`config.mk`:
```
export PLATFORM = sky130hd
export DESIGN_NAME = nrst_sequencer
export DESIGN_NICKNAME = d
export VERILOG_FILES = /design/src/rtl/nrst_sequencer.sv
export SDC_FILE = /design/constraint.sdc
export NUM_CORES = 1
export LEC_CHECK = 0
export ABC_AREA = 1
export BUFFER_PORTS_ARGS = -buffer_cell sky130_fd_sc_hd__buf_2
export CAP_MARGIN = 20
export CELL_PAD_IN_SITES_DETAIL_PLACEMENT = 1
export CELL_PAD_IN_SITES_GLOBAL_PLACEMENT = 1
export CORE_UTILIZATION = 45
export DETAILED_ROUTE_END_ITERATION = 10
export HOLD_SLACK_MARGIN = 0.02
export PLACE_DENSITY = 0.79
export SLEW_MARGIN = 20
export SYNTH_ARGS = -nofsm -noshare
export SYNTH_HDL_FRONTEND = slang
export SYNTH_SLANG_ARGS = --single-unit
```
`constraint.sdc`:
```
create_clock -name CLK_I -period 2.4 [get_ports CLK_I]
set_input_delay 0.48 -clock CLK_I [delete_from_list [all_inputs] [get_ports CLK_I]]
set_output_delay 0.48 -clock CLK_I [all_outputs]
set_load 0.02 [all_outputs]
```
`src/rtl/nrst_sequencer.sv`:
```
// nrst_sequencer: ordered reset-release controller.
// All downstream active-low resets assert together, asynchronously, with NRST_I.
// After the master reset is released, the domains come out of reset one at a
// time in index order. Each release follows a fixed delay, and the next domain
// waits until the current one reports ready. A ready timeout re-asserts every
// domain and raises a sticky fault that only SRST_I or NRST_I can clear.

module nrst_sequencer #(
  parameter int N_DOM   = 3,
  parameter int STAGES  = 3,
  parameter int DLY_CYC = 4,
  parameter int TMO_CYC = 8,
  localparam int IDX_W  = (N_DOM > 1) ? $clog2(N_DOM) : 1
) (
  input  logic             CLK_I,
  input  logic             NRST_I,
  input  logic             SRST_I,
  input  logic [N_DOM-1:0] RDY_I,
  output logic [N_DOM-1:0] NRST_O,
  output logic             DONE_O,
  output logic             FAULT_O,
  output logic [IDX_W-1:0] FAULT_IDX_O
);

  // The counter covers both the release delay and the ready timeout.
  // It has at least one bit and saturates instead of wrapping.
  localparam int CNT_MAX_A = (DLY_CYC > TMO_CYC) ? DLY_CYC : TMO_CYC;
  localparam int CNT_MAX   = (CNT_MAX_A > 2) ? CNT_MAX_A : 2;
  localparam int CNT_W     = $clog2(CNT_MAX);

  localparam logic [CNT_W-1:0] DLY_LAST = CNT_W'(DLY_CYC - 1);
  localparam logic [CNT_W-1:0] TMO_LAST = CNT_W'((TMO_CYC > 0) ? (TMO_CYC - 1) : 0);
  localparam logic [CNT_W-1:0] CNT_SAT  = {CNT_W{1'b1}};
  localparam logic [IDX_W-1:0] IDX_LAST = IDX_W'(N_DOM - 1);
  localparam bit               TMO_EN   = (TMO_CYC != 0);

  localparam logic [2:0] ST_HOLD     = 3'd0;
  localparam logic [2:0] ST_DELAY    = 3'd1;
  localparam logic [2:0] ST_WAIT_RDY = 3'd2;
  localparam logic [2:0] ST_DONE     = 3'd3;
  localparam logic [2:0] ST_FAULT    = 3'd4;

  logic [STAGES-1:0] sync_q;
  logic              rst_sync;

  logic [2:0]        state_q, state_d;
  logic [IDX_W-1:0]  idx_q, idx_d;
  logic [CNT_W-1:0]  cnt_q, cnt_d, cnt_inc;
  logic [N_DOM-1:0]  nrst_q, nrst_d;
  logic              done_q, done_d;
  logic              fault_q, fault_d;
  logic [IDX_W-1:0]  fidx_q, fidx_d;

  logic [N_DOM-1:0]  release_mask;
  logic              ready_cur;

  // The master reset asserts at once but is released only after it has
  // passed through STAGES flops. This avoids a metastable release.
  always_ff @(posedge CLK_I or negedge NRST_I) begin
    if (!NRST_I) begin
      sync_q <= '0;
    end else begin
      sync_q <= {sync_q[STAGES-2:0], 1'b1};
    end
  end

  assign rst_sync = sync_q[STAGES-1];

  // Build a one-hot mask of the domain currently being sequenced. The mask
  // selects both the bit to release and the ready bit to watch.
  always_comb begin
    release_mask = '0;
    for (int i = 0; i < N_DOM; i++) begin
      release_mask[i] = (idx_q == IDX_W'(i));
    end
  end

  assign ready_cur = |(RDY_I & release_mask);
  assign cnt_inc   = (cnt_q == CNT_SAT) ? cnt_q : (cnt_q + CNT_W'(1));

  // Next-state and next-output logic. Every output is computed here and
  // then registered. A soft reset overrides every other transition.
  always_comb begin
    state_d = state_q;
    idx_d   = idx_q;
    cnt_d   = cnt_q;
    nrst_d  = nrst_q;
    done_d  = done_q;
    fault_d = fault_q;
    fidx_d  = fidx_q;

    if (SRST_I) begin
      state_d = ST_HOLD;
      idx_d   = '0;
      cnt_d   = '0;
      nrst_d  = '0;
      done_d  = 1'b0;
      fault_d = 1'b0;
      fidx_d  = '0;
    end else begin
      case (state_q)
        ST_HOLD: begin
          nrst_d = '0;
          done_d = 1'b0;
          if (rst_sync) begin
            state_d = ST_DELAY;
            idx_d   = '0;
            cnt_d   = '0;
          end
        end

        ST_DELAY: begin
          if (cnt_q == DLY_LAST) begin
            nrst_d  = nrst_q | release_mask;
            cnt_d   = '0;
            state_d = ST_WAIT_RDY;
          end else begin
            cnt_d = cnt_inc;
          end
        end

        ST_WAIT_RDY: begin
          if (ready_cur) begin
            if (idx_q == IDX_LAST) begin
              state_d = ST_DONE;
              done_d  = 1'b1;
            end else begin
              idx_d   = idx_q + IDX_W'(1);
              cnt_d   = '0;
              state_d = ST_DELAY;
            end
          end else begin
            cnt_d = cnt_inc;
            if (TMO_EN && (cnt_q == TMO_LAST)) begin
              state_d = ST_FAULT;
              fault_d = 1'b1;
              fidx_d  = idx_q;
              nrst_d  = '0;
            end
          end
        end

        ST_DONE: begin
          nrst_d = '1;
          done_d = 1'b1;
        end

        ST_FAULT: begin
          nrst_d = '0;
          done_d = 1'b0;
        end

        default: begin
          state_d = ST_HOLD;
          idx_d   = '0;
          cnt_d   = '0;
          nrst_d  = '0;
          done_d  = 1'b0;
        end
      endcase
    end
  end

  // State and output registers. A low master reset clears them at once,
  // without a clock edge, so every domain re-enters reset right away.
  always_ff @(posedge CLK_I or negedge NRST_I) begin
    if (!NRST_I) begin
      state_q <= ST_HOLD;
      idx_q   <= '0;
      cnt_q   <= '0;
      nrst_q  <= '0;
      done_q  <= 1'b0;
      fault_q <= 1'b0;
      fidx_q  <= '0;
    end else begin
      state_q <= state_d;
      idx_q   <= idx_d;
      cnt_q   <= cnt_d;
      nrst_q  <= nrst_d;
      done_q  <= done_d;
      fault_q <= fault_d;
      fidx_q  <= fidx_d;
    end
  end

  assign NRST_O      = nrst_q;
  assign DONE_O      = done_q;
  assign FAULT_O     = fault_q;
  assign FAULT_IDX_O = fidx_q;

endmodule

```
==> flow_metrics.tcl <==
set metrics [dict create \
    use_met3_pct 3.39 \
    layout_setup_ws_ns 0.646 \
    synth_top_area_share_pct 37.3 \
    drtIter0Drc 18 \
    endpoint_kind "register" \
    cts-htree-levels 1 \
    period_share_pct 73.1 \
    r2r-start "idx_q[0]$_DFFE_PN0P_" \
    gr-usage-met1_pct 31.4 \
    grt_pass1_wl_mm 4.83 \
    synth_warnings 0 \
    grt_use_met2_pct 40.5 \
    worstSetupStartpointType "register" \
    r2r_cells 9 \
    final_cells 209 \
    rows 18 \
    drc_errors 0 \
    seqCellArea_um2 450 \
    layout.nets 191 \
    syn_area_mm2 0.00121 \
    status "finished, final reports clean" \
    grt_pass1_vias 1041 \
    via_count 1115 \
    hold_violations 0 \
    slowest_delay_ns 0.43 \
    fillers 337 \
    synthFlopType "dfrtp_1" \
    via_per_inst 5.33 \
    finalSetupTns_ns 0 \
    place_congestion 0.806 \
    drive_above_1_share_pct 17.9 \
    cts_buffer_depth 2 \
    synth.most_common_cell "nand2_1" \
    synthArstFlopShare_pct 100 \
    clkSlewWorstSetupHoldPaths_ns 0.10 \
    start_util_pct 48.3 \
    crit_chain "inv_1 > ha_1 > nand2_1 > inv_1 > nor2_1 > nand3_1 > nand3_1 > nand2_1 > nand2_1" \
    ys_seq_elements 18 \
    fmax_mhz 570 \
    cap_violations 0 \
    synth_top_cell_by_area "dfrtp_1" \
    syn_nets 178 \
    root_buffer "clkbuf_4" \
    finalClockSkew_ns 0.00223 \
    finalCriticalPeriod_ns 1.75 \
    place_ws_ns 0.528 \
    seq_area_frac_synth_pct 37.3 \
    synth_area_leaders "dfrtp_1 37%, nand2_1 19%, nand3_1 7.9%, inv_1 5.0%, ha_1 4.1%" \
    cp_max_fo 6 \
    io_pins 13 \
    power_mw 1.14 \
    r2r_end "state_q[0]$_DFFE_PN0P_" \
    postCtsSetupRepairBufs 0 \
    grt_max_degree 24 \
    dp.cells 206 \
    drtAntennaViolNets 0 \
    clk_latency_ns 0.29 \
    crit_type "reg2reg" \
    synth_cell_types 25 \
    slew_headroom_pct 51.6 \
    gr-total-overflow 0 \
    tightest_slew_ns 0.725 \
    power.density_mw_per_mm2 882 \
    ir_drop_v 0.000489 \
    die_w_um 53.8 \
    netlist_instances 168 \
    synth_edf_count 0 \
    track_usage_pct 24.0 \
    hpwl_mm 2.40 \
    core_region_area_mm2 0.00250 \
    wire_per_inst_um 14.6 \
    antenna_cells 0 \
    crit_start "idx_q[0]$_DFFE_PN0P_" \
    grt-busiest-layer "met2" \
    rsz0062_at_grt "false" \
    ys_top_cells_by_count "62 x nand2_1, 19 x nand3_1, 18 x dfrtp_1, 16 x inv_1, 10 x nor2_1" \
    cts_tree "yes" \
    first_pass_iters 4 \
    clock-sinks 18 \
    crit_path_top_delay_cell "dfrtp_1" \
    cts_made_buffers 3 \
    leakagePower_nw 0.721 \
    hold_path_class "in2async" \
    area_growth_pct 7.36 \
    grt_antenna_before_repair 0 \
    critical_path_arrival_ns 1.98 \
    crit_required_ns 2.63 \
    regToRegSetupSlack_ns 0.65 \
    cts_resized 0 \
    multi_input_area_um2 656 \
    crit_path_frequent_cell "nand2_1" \
    die_area_mm2 0.00289 \
    io_buffers 12 \
    finalWirelength_mm 3.06 \
    holdWs_ns 0.113 \
    postCtsHoldBufs 0 \
    syn_area_per_cell_um2 7.19 \
    die_h_um 53.8 \
    slew_violations 0 \
    finalSetupViolCount 0 \
]
[cell usage in the layout (no fill, tap or decap), drive strengths merged]
master and instances:
dfrtp 18, nor3 1, clkbuf 3, or2 1, a211oi 3, nor2 15, nand2 68, nand3 22
inv 18, a21oi 3, o21ai 5, conb 1, ha 4, nand4 5, buf 12
[critical path: cells and delay by family (launching register included)]
kind                       cells  cell delay [ns]
adders and majority gates      1             0.27
and+or+nand+nor                6             0.88
buffers and inverters          2             0.12
DFF                            1             0.43
[sequential cells by signal, summed over array words and instances (netlist names)]
signal,flops
idx_q,2
NRST_O,3
FAULT_O,1
FAULT_IDX_O,2
DONE_O,1
cnt_q,3
state_q,3
sync_q,3
[layout make-up]
cell class	instances	share of cell area (%)
flip-flops and latches	18	34.7
inverters	18	5.41
clock buffers	3	1.74
multi-input cells	128	50.6
well taps	30	2.90
repair buffers	12	4.63
[worst max-delay path by stage]
| stage | slack [ns] | depth (start not counted) | endpoint |
|---|---|---|---|
| final | 0.65 | 9 | state_q[0]$_DFFE_PN0P_ |
| after detailed placement | 0.53 | 7 | state_q[0]$_DFFE_PN0P_ |
| after global routing | 0.47 | 10 | FAULT_IDX_O[1]$_DFFE_PN0P_ |
| after global placement | 0.61 | 7 | state_q[1]$_DFFE_PN0P_ |
| after floorplan | 0.93 | 10 | FAULT_IDX_O[0]$_DFFE_PN0P_ |
| after CTS | 0.64 | 10 | FAULT_IDX_O[0]$_DFFE_PN0P_ |
[routing by layer]
metal	wire (µm)	part of all wire, %
met1	1470	48
met2	1510	49
met3	63	2.1
met4	15	0.49
met5	0	0
[logic make-up after synthesis]
kind of cell / after synthesis / synth area share [%]
compound gates: 11 / 5.18
simple gates: 112 / 44.7
buf+inv: 22 / 8.39
other cells: 1 / 0.311
flops: 18 / 37.3
fa+ha+maj: 4 / 4.15
[where the power goes]
part	leakage (nW)	switching [mW]	internal (mW)	total, mW
logic	0.467	0.380	0.181	0.561
registers	0.241	0.0805	0.351	0.432
clock network	0.0138	0.0925	0.0583	0.151
[through the flow]
step | instance area (µm²) | util, %
5_1_grt | 1300 | 51.9
2_1_floorplan | 1210 | -
3_3_place_gp | 1270 | 51.0
4_1_cts | 1300 | 51.9
3_5_place_dp | 1270 | 51.0
6_report | 1300 | 51.9
No activity file was read; power rests on OpenSTA's default activity.
